### config.mk
export PLATFORM = sky130hd
export DESIGN_NAME = multi_dig_svn_seg_scanner
export DESIGN_NICKNAME = d
export VERILOG_FILES = /design/src/rtl/multi_dig_svn_seg_scanner.sv
export SDC_FILE = /design/constraint.sdc
export NUM_CORES = 1
export LEC_CHECK = 0
export ABC_CLOCK_PERIOD_IN_PS = 2600
export BUFFER_PORTS_ARGS = -buffer_cell sky130_fd_sc_hd__buf_2
export CAP_MARGIN = 10
export CORE_MARGIN = 1.5
export CORE_UTILIZATION = 43
export CTS_CLUSTER_DIAMETER = 120
export DETAILED_ROUTE_END_ITERATION = 10
export GPL_ROUTABILITY_DRIVEN = 0
export PLACE_DENSITY = 0.67
export SLEW_MARGIN = 20
export SYNTH_ARGS = -nofsm -noshare
export SYNTH_HDL_FRONTEND = slang
export SYNTH_SLANG_ARGS = --single-unit
### constraint.sdc
create_clock -name clk -period 2.6 [get_ports clk]
set_clock_uncertainty 0.1 [all_clocks]
set_input_delay 0.13 -clock clk [delete_from_list [all_inputs] [get_ports clk]]
set_output_delay 0.13 -clock clk [all_outputs]
set_load 0.05 [all_outputs]
### src/rtl/multi_dig_svn_seg_scanner.sv
// Time-multiplexed N_DIG-digit hex display driver with frame-synchronous source
// capture, leading-zero blanking and per-digit blinking.
module multi_dig_svn_seg_scanner #(
  parameter int N_DIG        = 4,
  parameter int SCAN_DIV     = 100000,
  parameter int BLINK_FRAMES = 64
) (
  input  logic               clk,
  input  logic               clr,
  input  logic [4*N_DIG-1:0] src0,
  input  logic [4*N_DIG-1:0] src1,
  input  logic               sel,
  input  logic               load,
  input  logic               blank_lz,
  input  logic [N_DIG-1:0]   blink_mask,
  output logic [N_DIG-1:0]   an,
  output logic [6:0]         ca,
  output logic               frame
);

  localparam int PW = $clog2(SCAN_DIV);
  localparam int IW = $clog2(N_DIG);
  localparam int BW = (BLINK_FRAMES > 1) ? $clog2(BLINK_FRAMES) : 1;

  typedef enum logic {PH_ON, PH_OFF} phase_t;

  logic [PW-1:0]      presc;
  logic [IW-1:0]      idx;
  logic [4*N_DIG-1:0] shadow;
  logic               load_pending;
  logic [BW-1:0]      bcnt;
  phase_t             phase;
  phase_t             phase_next;
  logic               tick;
  logic               boundary;
  logic               last_blink;
  logic               upper_zero;
  logic [N_DIG-1:0]   lz;
  logic [3:0]         nib;
  logic               blank;

  function automatic logic [6:0] hex_seg(input logic [3:0] v);
    case (v)
      4'h0: hex_seg = 7'h3F;
      4'h1: hex_seg = 7'h06;
      4'h2: hex_seg = 7'h5B;
      4'h3: hex_seg = 7'h4F;
      4'h4: hex_seg = 7'h66;
      4'h5: hex_seg = 7'h6D;
      4'h6: hex_seg = 7'h7D;
      4'h7: hex_seg = 7'h07;
      4'h8: hex_seg = 7'h7F;
      4'h9: hex_seg = 7'h6F;
      4'hA: hex_seg = 7'h77;
      4'hB: hex_seg = 7'h7C;
      4'hC: hex_seg = 7'h39;
      4'hD: hex_seg = 7'h5E;
      4'hE: hex_seg = 7'h79;
      default: hex_seg = 7'h71;
    endcase
  endfunction

  assign tick       = (presc == PW'(SCAN_DIV - 1));
  assign boundary   = tick && (idx == IW'(N_DIG - 1));
  assign last_blink = (bcnt == BW'(BLINK_FRAMES - 1));

  // Scan from the top digit down; a digit is a leading zero while all digits above it are zero.
  always_comb begin
    upper_zero = 1'b1;
    lz         = '0;
    for (int unsigned i = 0; i < N_DIG; i++) begin
      upper_zero = upper_zero & (shadow[4*(N_DIG-1-i) +: 4] == 4'h0);
      lz[N_DIG-1-i] = blank_lz & upper_zero & (i < N_DIG - 1);
    end
  end

  always_comb begin
    nib   = 4'h0;
    blank = 1'b0;
    for (int unsigned i = 0; i < N_DIG; i++) begin
      if (idx == IW'(i)) begin
        nib   = shadow[4*i +: 4];
        blank = lz[i] | (blink_mask[i] & (phase == PH_OFF));
      end
    end
  end

  always_comb begin
    phase_next = phase;
    if (boundary && last_blink)
      phase_next = (phase == PH_ON) ? PH_OFF : PH_ON;
  end

  always_ff @(posedge clk) begin
    if (clr) phase <= PH_ON;
    else     phase <= phase_next;
  end

  always_ff @(posedge clk) begin
    if (clr) begin
      presc        <= '0;
      idx          <= '0;
      shadow       <= '0;
      load_pending <= 1'b0;
      bcnt         <= '0;
      an           <= '1;
      ca           <= '1;
      frame        <= 1'b0;
    end else begin
      presc <= tick ? '0 : presc + 1'b1;
      if (tick)
        idx <= (idx == IW'(N_DIG - 1)) ? '0 : idx + 1'b1;
      frame <= boundary;
      if (boundary) begin
        if (load_pending | load)
          shadow <= sel ? src1 : src0;
        load_pending <= 1'b0;
        bcnt         <= last_blink ? '0 : bcnt + 1'b1;
      end else if (load) begin
        load_pending <= 1'b1;
      end
      an <= ~(N_DIG'(1) << idx);
      ca <= blank ? 7'h7F : ~hex_seg(nib);
    end
  end

endmodule

==> results of run 1 <==
[what timing repair did]
| action | 4_1_cts | 5_1_grt |
|---|---|---|
| resized for setup | 1 | 4 |
| pin swaps | 0 | 1 |
| setup endpoints to repair | 5 | 7 |
[how the worst max path moves through the flow]
stage,slack (ps),end,start,depth (start not counted)
floorplan,140,ca[3],idx[0],10
global placement,100,ca[3],idx[1],11
detailed placement,-30,ca[3],idx[1],11
CTS,60,ca[3],idx[1],11
global route,50,ca[3],idx[1],11
finish,220,ca[3],idx[0],11
[tightest hold or removal path, cell delays in order]
cell and delay, ps:
buf_2 80, nor2_1 40, nor3b_1 160
[stage by stage]
stage / hold WS [ps] / power, W / setup TNS [ps] / setup slack (ps)
6_report: 52.4 / 0.00163 / 0 / 221
5_1_grt: 71.2 / 0.00169 / 0 / 45.9
4_1_cts: 53.7 / 0.00165 / 0 / 61.3
3_5_place_dp: 342 / 0.000999 / -44.1 / -32.2
3_3_place_gp: 335 / 0.000998 / 0 / 99.5
2_1_floorplan: 146 / 0.000954 / 0 / 139
[state kept, by name, indices dropped and copies added, names as in the netlist]
signal / cells
presc: 17
shadow: 16
idx: 2
an: 4
frame: 1
bcnt: 6
phase: 1
ca: 7
load_pending: 1
[routing by layer]
metal	vias up	routed length, um
met5	-	0
met4	0	55
met3	7	232
met2	51	2470
met1	1069	2710
li1	1177	-
[cell usage in the layout, fill, tap and decap left out, types with 3 or more instances in the layout]
cell / count
a211oi_1: 10
a21oi_1: 12
and3_1: 5
buf_2: 52
buf_4: 6
clkbuf_8: 5
dfxtp_1: 55
ha_1: 10
inv_1: 14
mux2_2: 13
mux2i_1: 19
nand2_1: 18
nand2b_1: 4
nand3_1: 12
nand4_1: 3
nor2_1: 42
nor2b_1: 7
nor3_1: 5
nor3b_1: 3
o21ai_0: 5
o221ai_1: 4
or2_2: 3
or4_1: 3
xnor2_1: 7
xor2_1: 9
[kinds of logic after synthesis]
group | Yosys count | synth area share [%]
flip-flops | 55 | 39.6
XOR/XNOR | 16 | 5.04
adder cells (fa/ha/maj) | 12 | 5.40
multiplexers | 32 | 12.1
buffers and inverters | 28 | 4.05
AND/OR/NAND/NOR | 118 | 22.5
AO/OA/AOI/OAI | 46 | 11.3
[power groups by stage]
stage	Clock, W	Sequential [W]	Combinational [W]
after floorplan	0	0.000905	0.0000491
after detailed placement	0	0.000879	0.000119
after CTS	0.000674	0.000859	0.000120
after global routing	0.000700	0.000861	0.000130
after global placement	0	0.000879	0.000119
final	0.000655	0.000859	0.000118
[area by class of cell]
class / instances / area share, %
Clock buffer: 6 / 2.22
Clock inverter: 2 / 1.84
Inverter: 14 / 1.61
Multi-Input combinational cell: 224 / 48.4
Sequential cell: 55 / 33.7
Tap cell: 77 / 2.95
Timing Repair Buffer: 58 / 9.34
==> impl_metrics.tcl, run 1 <==
set metrics [dict create \
    final_cell_area_um2 3270 \
    grt_overflow 0 \
    power.share.clock_pct 40.1 \
    slowest_stage "dfxtp_1" \
    cts_tree "built" \
    viasPerCell 5.28 \
    yosysTopAreaCellShare_pct 39.6 \
    syn_area_per_cell_um2 9.06 \
    grt_usage_pct 16.3 \
    p_int_w 0.00129 \
    die_y_um 83.4 \
    reg2reg_from "idx[0]" \
    p_leak_nw 1.33 \
    fillers 591 \
    hold_viol_final 0 \
    instances_no_fill 436 \
    htreeDepth 2 \
    worstPathRequired_ps 2750 \
    start_util_pct 44.0 \
    wl_um 5460 \
    ys_warn_count 0 \
    switching_share_pct 20.9 \
    dominantRegCellSynth "dfxtp_1" \
    die_w_um 83.4 \
    r2r_setup_slack_ps 220 \
    hpwl_um 4050 \
    cts_sinks 55 \
    post_cts_buffers 0 \
    cts_buffers 5 \
    nNetsFinal 411 \
    synthTopCellsByCount "dfxtp_1, nor2_1, mux2i_1" \
    synth-seq-cells 55 \
    power_frac_seq_pct 52.6 \
    cts_max_path_buffers 2 \
    fmax_mhz 420 \
    crit_fanout 6 \
    period_share_pct 91.5 \
    cpPeakStageDelay_ps 400 \
    routedWlPerCell_um 12.5 \
    slew_violations 0 \
    grt_pass1_vias 2127 \
    hold_depth 3 \
    powerDensity_nw_per_um2 499 \
    drive_gt1_share_pct 25.6 \
    dp_cells 428 \
    rsz0062_at_grt "false" \
    synth_edf_count 0 \
    worstSetupEndpointType "flip-flop" \
    design.core.area_um2 6310 \
    grt_max_degree 34 \
    hold_buffers 0 \
    die_area_um2 6960 \
    syn_area_um2 2780 \
    cp_cell_sequence "inv_1 -> ha_1 -> nor2b_1 -> a221o_1 -> o21ai_0 -> o21ai_2 -> inv_1 -> ha_1 -> mux2i_1 -> mux2_2 -> nand2_1" \
    syn_inst 307 \
    setup_viol 0 \
    gr-usage-met1_pct 22.2 \
    fin_util_pct 51.8 \
    dpl-instance-area_um2 3120 \
    grt_pass1_wl_um 9470 \
    syn-num-nets 360 \
    synth_cell_types 44 \
    worstMarginPinSlew_ps 571 \
    yosysTopAreaCell "dfxtp_1" \
    portBuffers 52 \
    slew_headroom_pct 61.9 \
    hold_path_class "in2reg" \
    switching_power_w 0.000342 \
    criticalPathCategory "reg2reg" \
    yosys-top-cells-area "dfxtp_1, mux2i_1, nor2_1" \
    synth_most_common_cell "dfxtp_1" \
    rr_worst_depth 11 \
    regArea_um2 1100 \
    gr-usage-met2_pct 26.8 \
    num_rows 29 \
    cap_violations 0 \
    ys_seq_area_share_pct 39.6 \
    path_buf_inv 2 \
    whs_endpoint "load_pending" \
    antenna_left 0 \
    status "finished clean" \
    critical_path.startpoint_type "flip-flop" \
    drtIter0Drc 115 \
    cts_root_buffer "clkbuf_8" \
    gr-max-usage-layer "met2" \
    drtPass1Iterations 5 \
    cp_top_family "compound AO/OA/AOI/OAI gates" \
    num_io_pins 53 \
    r2r_end "ca[3]" \
    antenna_found_initial 0 \
    use_met3_pct 3.28 \
    multi_input_area_um2 1580 \
    clk_latency_ps 310 \
    crit_arrival_ps 2530 \
    syn_to_final_growth_pct 17.6 \
    vias 2304 \
    async_reset_ff_share_pct 0 \
    hold_start "load" \
    finalCriticalPeriod_ps 2380 \
    clk_pin_slew_worst_paths_ps 100 \
    ir_worst_vdd_v 0.000245 \
    drc 0 \
    pwr-share-comb_pct 7.2 \
    antenna_cells 0 \
]
No activity file was read; power rests on OpenSTA's default activity.
==> inputs of run 2 (changes only) <==
--- a/config.mk
+++ b/config.mk
@@ -9,11 +9,11 @@
 export BUFFER_PORTS_ARGS = -buffer_cell sky130_fd_sc_hd__buf_2
 export CAP_MARGIN = 10
 export CORE_MARGIN = 1.5
-export CORE_UTILIZATION = 43
+export CORE_UTILIZATION = 50
 export CTS_CLUSTER_DIAMETER = 120
 export DETAILED_ROUTE_END_ITERATION = 10
 export GPL_ROUTABILITY_DRIVEN = 0
-export PLACE_DENSITY = 0.67
+export PLACE_DENSITY = 0.76
 export SLEW_MARGIN = 20
 export SYNTH_ARGS = -nofsm -noshare
 export SYNTH_HDL_FRONTEND = slang
==> run 2 against run 1 <==
Effect of this change: sequential power about the same; wire length up 0.77%; worst hold slack worse by 7.9 ps; non-clock buffer count up 2; critical endpoint unchanged; largest power group unchanged; highest routed layer unchanged.
==> impl_metrics.tcl, run 2 (synthesized netlist as in run 1, its figures left out) <==
set metrics [dict create \
    ir_worst_vdd_v 0.000258 \
    drtPass1Iterations 4 \
    fmax_mhz 426 \
    grt_pass1_wl_um 9590 \
    criticalPathCategory "reg2reg" \
    p_int_w 0.00129 \
    switching_power_w 0.000342 \
    crit_fanout 11 \
    mostFrequentLayoutCells "dfxtp_1, buf_2, nor2_1" \
    post_cts_buffers 0 \
    num_io_pins 53 \
    slew_violations 0 \
    hpwl_um 4030 \
    power_frac_seq_pct 52.7 \
    final_common_cell "dfxtp_1" \
    grt_pass1_vias 2177 \
    rr_worst_depth 10 \
    finalCriticalPeriod_ps 2350 \
    reg2reg_from "idx[1]" \
    design.core.area_um2 5240 \
    hold_viol_final 0 \
    nNetsFinal 413 \
    drc 0 \
    crit_arrival_ps 2440 \
    cts_buffers 5 \
    worstSetupEndpointType "flip-flop" \
    antenna_cells 0 \
    grt_overflow 0 \
    slew_headroom_pct 60.8 \
    dpl-instance-area_um2 3130 \
    cts_tree "built" \
    routedWlPerCell_um 12.8 \
    cpPeakStageDelay_ps 370 \
    period_share_pct 90.4 \
    die_y_um 77.6 \
    die_area_um2 6020 \
    num_rows 26 \
    pwr-share-comb_pct 7.2 \
    worstMarginPinSlew_ps 588 \
    grt_usage_pct 19.6 \
    rsz0062_at_grt "false" \
    worstPathRequired_ps 2690 \
    powerDensity_nw_per_um2 499 \
    critical_path.startpoint_type "flip-flop" \
    cts_root_buffer "clkbuf_8" \
    critical_path.most_common_cell "inv_1" \
    power.share.clock_pct 40.1 \
    whs_endpoint "load_pending" \
    drtIter0Drc 80 \
    cts_sinks 55 \
    clk_pin_slew_worst_paths_ps 90 \
    final_cell_area_um2 3270 \
    switching_share_pct 20.9 \
    largest_reg_flops 17 \
    hold_depth 3 \
    portBuffers 52 \
    finalHoldWorstSlack_ps 44.5 \
    cap_violations 0 \
    setup_viol 0 \
    grt_max_degree 34 \
    antenna_found_initial 0 \
    reg.largest.list "presc: 17 flops, shadow: 16 flops, ca: 7 flops" \
    cts_max_path_buffers 2 \
    r2r_setup_slack_ps 250 \
    r2r_end "ca[3]" \
    drive_gt1_share_pct 25.8 \
    p_leak_nw 1.35 \
    slowest_stage "dfxtp_1" \
    clk_latency_ps 310 \
    fin_tns_setup_ps 0 \
    antenna_left 0 \
    hold_start "load" \
    start_util_pct 53.1 \
    status "finished clean" \
    die_w_um 77.6 \
    htreeDepth 2 \
    viasPerCell 5.35 \
    cp_cell_sequence "inv_1 -> ha_2 -> nor2b_1 -> a22oi_1 -> a221oi_2 -> inv_1 -> ha_1 -> mux2i_1 -> mux2_2 -> nand2_1" \
    vias 2308 \
    syn_to_final_growth_pct 17.7 \
    regMostFlops "presc" \
    hold_path_class "in2reg" \
    wl_um 5510 \
]
## run 2: metal layers
metal	up-vias	share of wire, %	GRT usage (%)
li1	1186	-	-
met1	1054	49	25.3
met2	60	46	32.4
met3	8	4.6	4.12
met4	0	1.3	6.91
met5	-	0	0
## run 2: cell type report
class	instances	area [um^2]
fillers	478	1960
clock buffers	6	72.6
clock inverters	2	60.1
multi-input cells	224	1580
repair buffers	60	320
flip-flops and latches	55	1100
well taps	70	87.6
inverters	14	52.6
## run 2: how the worst max path moves through the flow
| stage | from | end | depth (start not counted) |
|---|---|---|---|
| 2_1_floorplan | idx[0] | ca[3] | 10 |
| 3_3_place_gp | idx[1] | ca[3] | 11 |
| 3_5_place_dp | idx[1] | ca[3] | 11 |
| 4_1_cts | idx[1] | ca[3] | 10 |
| 5_1_grt | idx[0] | ca[3] | 11 |
| 6_report | idx[1] | ca[3] | 10 |
## run 2: repair_timing
| item | in CTS | in global routing |
|---|---|---|
| cloned | 0 | 0 |
| hold buffers | 0 | 0 |
| setup endpoints to repair | 3 | 3 |
| resized for setup | 1 | 3 |
## run 2: critical path, delay by kind of cell (launching register included)
family,cells,cell delay [ps]
adders and majority gates,2,600
AOI/OAI and AO/OA,2,390
DFF,1,370
muxes,2,320
and+or+nand+nor,2,220
buffers and inverters,2,230
## run 2: power by group through the flow
stage | Combinational, W | Clock (W) | Sequential [W]
3_5_place_dp | 0.000118 | 0 | 0.000879
4_1_cts | 0.000119 | 0.000670 | 0.000860
2_1_floorplan | 0.0000491 | 0 | 0.000905
6_report | 0.000118 | 0.000655 | 0.000860
3_3_place_gp | 0.000117 | 0 | 0.000879
5_1_grt | 0.000128 | 0.000695 | 0.000862
## run 2: through the flow
stage | total power [W] | setup slack (ps) | std cells | utilization (%)
finish | 0.00163 | 250 | 431 | 62.5
global route | 0.00168 | 95.3 | 431 | 62.5
CTS | 0.00165 | 71.4 | 431 | 62.3
detailed placement | 0.000998 | -67.8 | 423 | 59.7
global placement | 0.000996 | 119 | 423 | 59.7
floorplan | 0.000954 | 139 | 307 | -
